<file path="src/rtl/jtag_tap_pkg.sv">
// Shared definitions for the fabric-side JTAG TAP responder.
//   tap_state_e : 4-bit TAP controller state codes (TEST_LOGIC_RESET = 4'hF)
//   dr_sel_e    : data register selected by the active instruction
//   BypassOnes  : all-ones source for the BYPASS opcode (sliced to the IR width)
//   MaxIrWidth  : widest supported instruction register
// Optional feature macro used by the top: JTAG_TAP_IDCODE_EN.
package jtag_tap_pkg;

    typedef enum logic [3:0] {
        StExit2Dr        = 4'h0,
        StExit1Dr        = 4'h1,
        StShiftDr        = 4'h2,
        StPauseDr        = 4'h3,
        StSelectIr       = 4'h4,
        StUpdateDr       = 4'h5,
        StCaptureDr      = 4'h6,
        StSelectDr       = 4'h7,
        StExit2Ir        = 4'h8,
        StExit1Ir        = 4'h9,
        StShiftIr        = 4'hA,
        StPauseIr        = 4'hB,
        StRunTestIdle    = 4'hC,
        StUpdateIr       = 4'hD,
        StCaptureIr      = 4'hE,
        StTestLogicReset = 4'hF
    } tap_state_e;

    typedef enum logic [1:0] {
        DrBypass = 2'd0,
        DrIdcode = 2'd1,
        DrUser   = 2'd2
    } dr_sel_e;

    localparam int unsigned MaxIrWidth = 32;
    localparam logic [MaxIrWidth-1:0] BypassOnes = '1;

endpackage

</file>
<file path="src/rtl/jtag_tap_fsm.sv">
// IEEE 1149.1 16-state TAP controller, advanced once per detected TCK rise.
// Ports:
//   clk_i   : system clock
//   rst_ni  : asynchronous active-low reset (state returns to TEST_LOGIC_RESET)
//   rise_i  : single-cycle TCK rising-edge strobe
//   tms_i   : TMS sampled in step with rise_i
//   state_o : current TAP state
module jtag_tap_fsm
    import jtag_tap_pkg::*;
(
    input  logic       clk_i,
    input  logic       rst_ni,
    input  logic       rise_i,
    input  logic       tms_i,
    output tap_state_e state_o
);

    tap_state_e state_q, state_d;

    always_ff @(posedge clk_i or negedge rst_ni) begin
        if (!rst_ni) begin
            state_q <= StTestLogicReset;
        end else begin
            state_q <= state_d;
        end
    end

    always_comb begin
        state_d = state_q;
        if (rise_i) begin
            case (state_q)
                StTestLogicReset: state_d = tms_i ? StTestLogicReset : StRunTestIdle;
                StRunTestIdle:    state_d = tms_i ? StSelectDr       : StRunTestIdle;
                StSelectDr:       state_d = tms_i ? StSelectIr       : StCaptureDr;
                StCaptureDr:      state_d = tms_i ? StExit1Dr        : StShiftDr;
                StShiftDr:        state_d = tms_i ? StExit1Dr        : StShiftDr;
                StExit1Dr:        state_d = tms_i ? StUpdateDr       : StPauseDr;
                StPauseDr:        state_d = tms_i ? StExit2Dr        : StPauseDr;
                StExit2Dr:        state_d = tms_i ? StUpdateDr       : StShiftDr;
                StUpdateDr:       state_d = tms_i ? StSelectDr       : StRunTestIdle;
                StSelectIr:       state_d = tms_i ? StTestLogicReset : StCaptureIr;
                StCaptureIr:      state_d = tms_i ? StExit1Ir        : StShiftIr;
                StShiftIr:        state_d = tms_i ? StExit1Ir        : StShiftIr;
                StExit1Ir:        state_d = tms_i ? StUpdateIr       : StPauseIr;
                StPauseIr:        state_d = tms_i ? StExit2Ir        : StPauseIr;
                StExit2Ir:        state_d = tms_i ? StUpdateIr       : StShiftIr;
                StUpdateIr:       state_d = tms_i ? StSelectDr       : StRunTestIdle;
                default:          state_d = StTestLogicReset;
            endcase
        end
    end

    assign state_o = state_q;

endmodule

</file>
<file path="src/rtl/jtag_tap_target.sv">
// Fabric-side JTAG TAP responder. TCK/TMS/TDI are oversampled in the s_axi_aclk
// domain; the TAP implements BYPASS, IDCODE (optional) and one USER data register
// whose captured/updated values are exposed on a parallel port.
// Optional feature: define JTAG_TAP_IDCODE_EN to build the IDCODE instruction
// (ir_o then resets to C_IDCODE_OPCODE); otherwise IDCODE decodes as BYPASS and
// ir_o resets to all-ones.
// Ports:
//   s_axi_aclk     : system clock, the only clock
//   s_axi_aresetn  : asynchronous active-low reset
//   tck_i/tms_i/tdi_i : JTAG pins, asynchronous to s_axi_aclk
//   tdo_o          : registered JTAG TDO, updated on TCK fall
//   tap_state_o    : current TAP state code
//   ir_o           : active instruction
//   user_dr_i      : value captured into USER on Capture-DR
//   user_dr_o      : value latched from USER on Update-DR
//   user_capture_o : one-cycle pulse at USER Capture-DR
//   user_update_o  : one-cycle pulse at USER Update-DR
module jtag_tap_target
    import jtag_tap_pkg::*;
#(
    parameter int unsigned           C_IR_WIDTH      = 4,
    parameter int unsigned           C_DR_WIDTH      = 32,
    parameter logic [31:0]           C_IDCODE        = 32'h0372_2093,
    parameter logic [C_IR_WIDTH-1:0] C_IDCODE_OPCODE = C_IR_WIDTH'(1),
    parameter logic [C_IR_WIDTH-1:0] C_USER_OPCODE   = C_IR_WIDTH'(2)
) (
    input  logic                  s_axi_aclk,
    input  logic                  s_axi_aresetn,
    input  logic                  tck_i,
    input  logic                  tms_i,
    input  logic                  tdi_i,
    output logic                  tdo_o,
    output logic [3:0]            tap_state_o,
    output logic [C_IR_WIDTH-1:0] ir_o,
    input  logic [C_DR_WIDTH-1:0] user_dr_i,
    output logic [C_DR_WIDTH-1:0] user_dr_o,
    output logic                  user_capture_o,
    output logic                  user_update_o
);

    localparam logic [C_IR_WIDTH-1:0] IrBypass  = BypassOnes[C_IR_WIDTH-1:0];
    localparam logic [C_IR_WIDTH-1:0] IrCapture = {{(C_IR_WIDTH-1){1'b0}}, 1'b1};
`ifdef JTAG_TAP_IDCODE_EN
    localparam logic [C_IR_WIDTH-1:0] IrReset   = C_IDCODE_OPCODE;
`else
    localparam logic [C_IR_WIDTH-1:0] IrReset   = IrBypass;
`endif

    // Elaboration-time parameter sanity.
    if (C_IR_WIDTH < 2 || C_IR_WIDTH > MaxIrWidth) begin : g_bad_ir_width
        $error("jtag_tap_target: C_IR_WIDTH out of range");
    end
    if (C_IDCODE[0] != 1'b1) begin : g_bad_idcode
        $error("jtag_tap_target: IDCODE LSB must be 1");
    end
    if (C_IDCODE_OPCODE == C_USER_OPCODE || C_USER_OPCODE == IrBypass) begin : g_bad_opcode
        $error("jtag_tap_target: USER opcode collides with another instruction");
    end

    // ---------------------------------------------------------------------
    // Pin synchronizers; the extra TCK stage provides edge detection.
    // ---------------------------------------------------------------------
    logic tck_s1_q, tck_s2_q, tck_s3_q;
    logic tms_s1_q, tms_s2_q;
    logic tdi_s1_q, tdi_s2_q;

    always_ff @(posedge s_axi_aclk or negedge s_axi_aresetn) begin
        if (!s_axi_aresetn) begin
            tck_s1_q <= 1'b0;
            tck_s2_q <= 1'b0;
            tck_s3_q <= 1'b0;
            tms_s1_q <= 1'b0;
            tms_s2_q <= 1'b0;
            tdi_s1_q <= 1'b0;
            tdi_s2_q <= 1'b0;
        end else begin
            tck_s1_q <= tck_i;
            tck_s2_q <= tck_s1_q;
            tck_s3_q <= tck_s2_q;
            tms_s1_q <= tms_i;
            tms_s2_q <= tms_s1_q;
            tdi_s1_q <= tdi_i;
            tdi_s2_q <= tdi_s1_q;
        end
    end

    logic tck_rise, tck_fall;
    assign tck_rise = tck_s2_q & ~tck_s3_q;
    assign tck_fall = ~tck_s2_q & tck_s3_q;

    // ---------------------------------------------------------------------
    // TAP controller
    // ---------------------------------------------------------------------
    tap_state_e state;

    jtag_tap_fsm u_fsm (
        .clk_i   (s_axi_aclk),
        .rst_ni  (s_axi_aresetn),
        .rise_i  (tck_rise),
        .tms_i   (tms_s2_q),
        .state_o (state)
    );

    // ---------------------------------------------------------------------
    // Instruction decode
    // ---------------------------------------------------------------------
    logic [C_IR_WIDTH-1:0] ir_q, ir_d;
    dr_sel_e               dr_sel;

    always_comb begin
        dr_sel = DrBypass;
        if (ir_q == IrBypass) begin
            dr_sel = DrBypass;
`ifdef JTAG_TAP_IDCODE_EN
        end else if (ir_q == C_IDCODE_OPCODE) begin
            dr_sel = DrIdcode;
`endif
        end else if (ir_q == C_USER_OPCODE) begin
            dr_sel = DrUser;
        end
    end

    // ---------------------------------------------------------------------
    // Shift/update registers
    // ---------------------------------------------------------------------
    logic [C_IR_WIDTH-1:0] ir_shift_q, ir_shift_d;
    logic                  bypass_q, bypass_d;
    logic [C_DR_WIDTH-1:0] user_shift_q, user_shift_d, user_shifted;
    logic [C_DR_WIDTH-1:0] user_dr_q, user_dr_d;
    logic                  tdo_q, tdo_d;
    logic                  capture_q, capture_d;
    logic                  update_q, update_d;
`ifdef JTAG_TAP_IDCODE_EN
    logic [31:0]           idcode_shift_q, idcode_shift_d;
`endif

    // A 1-bit USER register has no upper slice to shift down.
    if (C_DR_WIDTH == 1) begin : g_user_dr1
        assign user_shifted = tdi_s2_q;
    end else begin : g_user_drn
        assign user_shifted = {tdi_s2_q, user_shift_q[C_DR_WIDTH-1:1]};
    end

    always_comb begin
        ir_shift_d   = ir_shift_q;
        ir_d         = ir_q;
        bypass_d     = bypass_q;
        user_shift_d = user_shift_q;
        user_dr_d    = user_dr_q;
        tdo_d        = tdo_q;
        capture_d    = 1'b0;
        update_d     = 1'b0;
`ifdef JTAG_TAP_IDCODE_EN
        idcode_shift_d = idcode_shift_q;
`endif

        if (tck_rise) begin
            case (state)
                StCaptureIr: ir_shift_d = IrCapture;
                StShiftIr:   ir_shift_d = {tdi_s2_q, ir_shift_q[C_IR_WIDTH-1:1]};
                StCaptureDr: begin
                    case (dr_sel)
`ifdef JTAG_TAP_IDCODE_EN
                        DrIdcode: idcode_shift_d = C_IDCODE;
`endif
                        DrUser: begin
                            user_shift_d = user_dr_i;
                            capture_d    = 1'b1;
                        end
                        default: bypass_d = 1'b0;
                    endcase
                end
                StShiftDr: begin
                    case (dr_sel)
`ifdef JTAG_TAP_IDCODE_EN
                        DrIdcode: idcode_shift_d = {tdi_s2_q, idcode_shift_q[31:1]};
`endif
                        DrUser:   user_shift_d = user_shifted;
                        default:  bypass_d = tdi_s2_q;
                    endcase
                end
                default: ;
            endcase
        end

        if (tck_fall) begin
            tdo_d = 1'b0;
            case (state)
                StShiftIr: tdo_d = ir_shift_q[0];
                StShiftDr: begin
                    case (dr_sel)
`ifdef JTAG_TAP_IDCODE_EN
                        DrIdcode: tdo_d = idcode_shift_q[0];
`endif
                        DrUser:   tdo_d = user_shift_q[0];
                        default:  tdo_d = bypass_q;
                    endcase
                end
                StUpdateIr: ir_d = ir_shift_q;
                StUpdateDr: begin
                    if (dr_sel == DrUser) begin
                        user_dr_d = user_shift_q;
                        update_d  = 1'b1;
                    end
                end
                default: ;
            endcase
        end

        // Held in reset while the TAP sits in TEST_LOGIC_RESET; user_dr is kept.
        if (state == StTestLogicReset) begin
            ir_d = IrReset;
        end
    end

    always_ff @(posedge s_axi_aclk or negedge s_axi_aresetn) begin
        if (!s_axi_aresetn) begin
            ir_shift_q   <= '0;
            ir_q         <= IrReset;
            bypass_q     <= 1'b0;
            user_shift_q <= '0;
            user_dr_q    <= '0;
            tdo_q        <= 1'b0;
            capture_q    <= 1'b0;
            update_q     <= 1'b0;
`ifdef JTAG_TAP_IDCODE_EN
            idcode_shift_q <= '0;
`endif
        end else begin
            ir_shift_q   <= ir_shift_d;
            ir_q         <= ir_d;
            bypass_q     <= bypass_d;
            user_shift_q <= user_shift_d;
            user_dr_q    <= user_dr_d;
            tdo_q        <= tdo_d;
            capture_q    <= capture_d;
            update_q     <= update_d;
`ifdef JTAG_TAP_IDCODE_EN
            idcode_shift_q <= idcode_shift_d;
`endif
        end
    end

    assign tdo_o          = tdo_q;
    assign tap_state_o    = state;
    assign ir_o           = ir_q;
    assign user_dr_o      = user_dr_q;
    assign user_capture_o = capture_q;
    assign user_update_o  = update_q;

endmodule
</file>
<file path="config.mk">
export PLATFORM = sky130hd
export DESIGN_NAME = jtag_tap_target
export DESIGN_NICKNAME = d
export VERILOG_FILES = /design/src/rtl/jtag_tap_pkg.sv /design/src/rtl/jtag_tap_fsm.sv /design/src/rtl/jtag_tap_target.sv
export SDC_FILE = /design/constraint.sdc
export NUM_CORES = 1
export LEC_CHECK = 0
export ABC_AREA = 1
export CORE_ASPECT_RATIO = 0.5
export CORE_MARGIN = 2
export CORE_UTILIZATION = 52
export DETAILED_ROUTE_END_ITERATION = 16
export GPL_ROUTABILITY_DRIVEN = 0
export PLACE_DENSITY = 0.8
export REMOVE_ABC_BUFFERS = 1
export SLEW_MARGIN = 10
export SYNTH_ARGS = -nofsm -noshare
export SYNTH_HDL_FRONTEND = slang
export SYNTH_SLANG_ARGS = --single-unit
</file>
<file path="constraint.sdc">
create_clock -name s_axi_aclk -period 2 [get_ports s_axi_aclk]
set_input_delay 0.4 -clock s_axi_aclk [delete_from_list [all_inputs] [get_ports s_axi_aclk]]
set_output_delay 0.4 -clock s_axi_aclk [all_outputs]
set_load 0.005 [all_outputs]
</file>
# Word-level counts from Yosys, hierarchy flattened
# Cells that the tools add are included.
dict set report word_totals {
  output_inout_bits 43
  ff_bits 87
  in_bits 37
}
dict set report op_classes {
  eq_ne 22
  reduce_logical 13
  bitwise_logic 4
  muxes 32
}
# cell count
set op_table {}
lappend op_table {{32-bit 2-to-1 mux} 2}
lappend op_table {{32-bit case mux with 2 select lines} 1}
lappend op_table {{4-bit case mux with 12 select lines} 1}
lappend op_table {{4-bit equality test, second input constant} 9}
lappend op_table {{4-bit by 3-bit equality test with 1-bit output, second input constant} 4}
lappend op_table {{2-bit 2-to-1 mux} 8}
lappend op_table {{4-bit 2-to-1 mux} 4}
lappend op_table {{4-bit by 2-bit equality test with 1-bit output, second input constant} 3}
lappend op_table {{3-bit 2-to-1 mux} 4}
lappend op_table {{1-bit 2-to-1 mux} 9}
lappend op_table {{2-bit != test, second input constant} 4}
lappend op_table {{4-bit case mux with 2 select lines} 1}
lappend op_table {{4-bit AND reduction} 2}
lappend op_table {{2-bit nonzero test} 4}
lappend op_table {{4-bit by 1-bit equality test with 1-bit output, second input constant} 1}
lappend op_table {{4-bit zero test} 1}
lappend op_table {{1-bit case mux with 2 select lines} 2}
lappend op_table {{2-bit AND reduction} 2}
lappend op_table {{2-bit OR reduction} 2}
lappend op_table {{3-bit AND reduction} 1}
lappend op_table {{3-bit OR reduction} 1}
lappend op_table {{1-bit AND} 2}
lappend op_table {{2-bit equality test, second input constant} 1}
lappend op_table {{1-bit NOT} 2}

# Longest topological paths before layout
dict set report logic_depth {
  ltp_word 7
  ltp_mapped 9
  depth_no_buf 7
}

# Modules after synthesis
# Synthesis repeated with hierarchy kept, for this count alone.
dict set report unflattened {
  cells_unflattened 518
  hier_area_um2 4187.8
}
# mod cells_each instances area_each_um2
set modules_own_cells {}
lappend modules_own_cells {jtag_tap_target 462 1 3860.0}
lappend modules_own_cells {jtag_tap_fsm 56 1 327.8}

# Worst setup path after synthesis
# No wires, ideal clock.
dict set report synth_path {
  kind {register -> register}
  from {reg ir_q[1], in the netlist ir_o[1]}
  to {reg user_dr_q[10], in the netlist user_dr_o[10]}
  t_required_ps 1883
  path_buffers 1
  setup_ps 117
  arrival_ps 1327
  period_less_slack_ps 1444
  setup_slack_ps 556
  stages_incl_launch_ff 9
  path_cell_list {dfstp_2 -> inv_1 -> nor2_1 -> nand2_1 -> inv_1 -> nand3_4 -> buf_6 -> nand2_1 -> o21ai_2}
}
dict set report synth_via {
  elab_chain_cells 5
  word_cells_on_any_way 6
}
# item line_no
set synth_rtl {}
lappend synth_rtl {{start, declared} jtag_tap_target.sv:107} ;# logic [C_IR_WIDTH-1:0] ir_q, ir_d;
lappend synth_rtl {{start signal, assigned} jtag_tap_target.sv:219} ;# ir_q <= IrReset;
lappend synth_rtl {{start signal, assigned} jtag_tap_target.sv:231} ;# ir_q <= ir_d;
lappend synth_rtl {{4-bit by 2-bit equality test with 1-bit output} jtag_tap_target.sv:118} ;# end else if (ir_q == C_USER_OPCODE) begin
lappend synth_rtl {{2-bit 2-to-1 mux} jtag_tap_target.sv:118}
lappend synth_rtl {{2-bit 2-to-1 mux *} jtag_tap_target.sv:112} ;# if (ir_q == IrBypass) begin
lappend synth_rtl {{2-bit equality test *} jtag_tap_target.sv:201} ;# if (dr_sel == DrUser) begin
lappend synth_rtl {{3-bit AND reduction (no source line) *} n/a}
lappend synth_rtl {{end signal, assigned} jtag_tap_target.sv:234} ;# user_dr_q <= user_dr_d;
lappend synth_rtl {{end, declared} jtag_tap_target.sv:129} ;# logic [C_DR_WIDTH-1:0] user_dr_q, user_dr_d;
# Mark *: on every way between the ends. The rest lies on a longest branch, timed or not.
# A chain may end at the register's enable or synchronous reset.

# Worst setup path in the final report
dict set report layout_path {
  from {reg u_fsm.state_q[2], in the netlist u_fsm.state_o[2]}
  to {out tap_state_o[2]}
}
# item line_no
set layout_rtl {}
lappend layout_rtl {{start, declared} jtag_tap_fsm.sv:18} ;# tap_state_e state_q, state_d;
lappend layout_rtl {{start signal, assigned} jtag_tap_fsm.sv:22} ;# state_q <= StTestLogicReset;
lappend layout_rtl {{start signal, assigned} jtag_tap_fsm.sv:24} ;# state_q <= state_d;
lappend layout_rtl {{end, declared} jtag_tap_target.sv:33} ;# output logic [3:0] tap_state_o,
# No word-level cell between the ends.

==> run_results.csv <==
group,metric,value,unit
worst_setup_path,worstPathMaxFanout,10,
detailed_routing,drt_iter0_drc,209,
sta,period_share,0.976,
synth,synth.top_cell.area_share,0.491,
synth,synth_xor_area_frac,0,
sta,worst_pin_slew,0.592,ns
detailed_routing,routedWlPerCell,13.4,um
power,p_leak,2.64,nW
synth,ys_top_cells_by_area,"dfrtp_1 (49%), nand2_1 (17%), o21ai_2 (7.0%)",
worst_setup_path,reg2reg_to,"user_dr_o[31]$_DFFE_PN0P_",
grt,grt_start_max_net_pins,66,
floorplanning,start_util,0.542,
grt,antenna_found_initial,0,
power,switching_share,0.291,
worst_setup_path,crit_path_cell_trace,"clkdlybuf4s50_1",
place,hpwl,5640,um
grt,grt-ovfl-total,0,
sta,fin_crit,1.95,ns
worst_setup_path,rrSetupSlack,0.30,ns
cts,clk_latency,0.34,ns
synth,synthCells,465,
sta,slew_headroom,0.604,
flow_run,maxCapViolations,0,
power,ir_worst_vdd,0.000485,V
floorplanning,die-area,8510,um2
worst_setup_path,cp_slowest_cell,"dfstp_2",
synth,synth-seq-cells,87,
layout,nets,581,
worst_setup_path,required,1.60,ns
synth,yosysTopAreaCell,"dfrtp_1",
place,io_buffers,79,
synth,synth_most_common_cell,"nand2_1",
worst_setup_path,worst_setup_path_end_kind,"output pin",
cts,htree_num_levels,3,
detailed_routing,vias_per_cell,5.01,
worst_setup_path,rr_startpoint,"ir_o[1]$_DFFE_PN1P_",
detailed_routing,first_pass_iters,4,
detailed_routing,vias,3220,
layout,layout-drive-gt1-share,0.143,
cts,clockRootBuffer,"clkbuf_16",
synth,synth_area,4030,um2
sta,maxSlewViolCount,0,
power,sequentialPowerShare,0.436,
detailed_routing,wl,8630,um
power,power.clock.fraction,0.328,
power,internal_power,3.51,mW
floorplanning,fp.dieH,66.3,um
outcome,status,"complete, no violations",
synth,ys.flop_type,"dfrtp_1",
sta,hold_violations,0,
sta,fmaxAchievable,0.512,GHz
cts,cts_tree,"done",
power,switchingPower,1.44,mW
detailed_routing,drc_errors,0,
grt,grt_first_pass_wirelength,14600,um
worst_setup_path,start_kind,"flip-flop",
floorplanning,rows,22,
cts,clockBufferDepth,2,
synth,synth_edf_count,0,
worst_setup_path,critPathTopFamily,"flip-flops",
power,p_comb_frac,0.237,
power,power_density,962,nW/um2
synth,synth_fa_ha_area_frac,0,
detailed_routing,drtAntennaViolNets,0,
min_path,hold_end,"tck_s2_q$_DFF_PN0_",
synth,synth_common_cells,"nand2_1 (182), dfrtp_1 (79), inv_1 (43), o21ai_2 (32)",
synth,avgSynthCellArea,8.67,um2
floorplanning,core_area,7430,um2
floorplanning,chipWidth,129,um
worst_setup_path,cp_num_buf_inv,1,
worst_setup_path,crit_arrival,1.55,ns
synth,synth.distinct_cells,25,
synth,ys_seq_area_frac,0.543,
sta,worst_clock_skew,0.00985,ns
cts,cts_sinks,87,
synth,synth_top_family_by_area,"simple AND/OR/NAND/NOR gates",
cts,numCtsBuffers,9,
layout,area_growth,27.7,%
worst_setup_path,crit_type,"reg -> out",
worst_setup_path,slowest_delay,0.64,ns
synth,synth.area.mux_share,0,
synth,synthSimpleGateAreaFrac,0.231,
cts,clk_pin_slew,0.06,ns
worst_setup_path,reg2regPathDepth,8,
layout,n_antenna_cell,0,
synth,yosysWarnings,0,
min_path,whs_path_depth,0,
grt,grt.total_usage,0.225,
min_path,worstHoldStart,"tck_s1_q$_DFF_PN0_",
sta,setup_violations,0,
grt,grt_pass1_vias,3190,
sta,rsz0062_at_grt,"false",
sta,tns,0,ns
synth,synthArstFlopShare,1.00,
min_path,hp-class,"reg -> reg",
sta,whs,0.347,ns
floorplanning,io_pins,80,
synth,synth_compound_area_frac,0.134,
-- cells by family after synthesis --
kind of cell / count (synthesis)
simple gates: 227
compound gates: 82
flops: 87
buf+inv: 69
-- layout by cell type, fill, tap and decap left out --
cell type        count
buf_12               3
nand3_1              9
clkbuf_1             3
clkbuf_16            9
nor2_1              24
nand2_2              1
bufinv_16            1
dfstp_2              8
nand4_1              1
dfrtp_1             79
a21oi_2              1
a21oi_1              7
nor4_1               1
clkdlybuf4s50_1     78
clkbuf_8             1
dlygate4sd3_1        1
o22ai_1              2
inv_2                4
nor2_2               2
nand3_4              1
o21ai_0             15
inv_1               43
nor2_4               3
nand3_2              3
buf_4                8
nand2_1            182
o21ai_2             32
a31o_2               1
o21ai_1             24
-- power by group through the flow --
stage	Sequential, mW	Clock, mW	Combinational [mW]
floorplan	2.18	0	0.611
global placement	2.20	0	1.06
detailed placement	2.21	0	1.08
CTS	2.19	1.66	1.10
global route	2.18	1.74	1.32
finish	2.16	1.62	1.17
-- area by class of cell --
cell class | count | area, um2
fillers | 591 | 2290
flip-flops and latches | 87 | 2190
multi-input cells | 309 | 1470
repair buffers | 90 | 911
clock buffers | 13 | 250
inverters | 47 | 176
well taps | 96 | 120
clock inverters | 1 | 30.0
-- repair_timing --
action                     in CTS  in global routing
hold endpoints to repair       24                  0
buffers inserted                0                  3
setup endpoints to repair       0                  1
gates resized for setup         0                  0
hold buffers                    1                  0
-- metal layers --
| layer | part of all wire | global-route usage | vias to the layer above |
|---|---|---|---|
| met1 | 0.43 | 0.265 | 1539 |
| met5 | 0 | 0 | - |
| met4 | 0.0071 | 0.0543 | 0 |
| met2 | 0.51 | 0.404 | 70 |
| li1 | - | - | 1607 |
| met3 | 0.046 | 0.0728 | 4 |
-- sequential cells by signal, summed over array words and instances, names as in the netlist --
| register | cells |
|---|---|
| tdo_o | 1 |
| tms_s2_q | 1 |
| tms_s1_q | 1 |
| tdi_s1_q | 1 |
| ir_o | 4 |
| tck_s2_q | 1 |
| u_fsm.state_o | 4 |
| user_dr_o | 32 |
| tdi_s2_q | 1 |
| ir_shift_q | 4 |
| user_update_o | 1 |
| user_shift_q | 32 |
| user_capture_o | 1 |
| tck_s1_q | 1 |
| tck_s3_q | 1 |
| bypass_q | 1 |
-- per-stage QoR --
| step | power (mW) | std cells | util | setup slack (ns) | instance area (um2) |
|---|---|---|---|---|---|
| 6_report | 4.95 | 643 | 0.692 | 0.0470 | 5150 |
| 3_5_place_dp | 3.29 | 625 | 0.650 | 0.342 | 4830 |
| 3_3_place_gp | 3.26 | 625 | 0.650 | 0.381 | 4830 |
| 5_1_grt | 5.24 | 643 | 0.692 | 0.0181 | 5150 |
| 2_1_floorplan | 2.79 | 443 | - | 0.0988 | 3830 |
| 4_1_cts | 4.94 | 640 | 0.689 | 0.00148 | 5120 |
-- worst max path at each step --
stage | startpoint | to | slack [ns] | cells after the start
finish | u_fsm.state_o[2]$_DFFE_PN1P_ | tap_state_o[2] | 0.05 | 1
detailed placement | ir_o[1]$_DFFE_PN1P_ | user_shift_q[18]$_DFFE_PN0P_ | 0.34 | 7
floorplan | u_fsm.state_o[1]$_DFFE_PN1P_ | user_shift_q[22]$_DFFE_PN0P_ | 0.1 | 4
CTS | u_fsm.state_o[1]$_DFFE_PN1P_ | tap_state_o[1] | 0.001 | 1
global placement | u_fsm.state_o[1]$_DFFE_PN1P_ | tap_state_o[1] | 0.38 | 1
global route | u_fsm.state_o[2]$_DFFE_PN1P_ | tap_state_o[2] | 0.02 | 1
(Power assumes the default switching activity.)
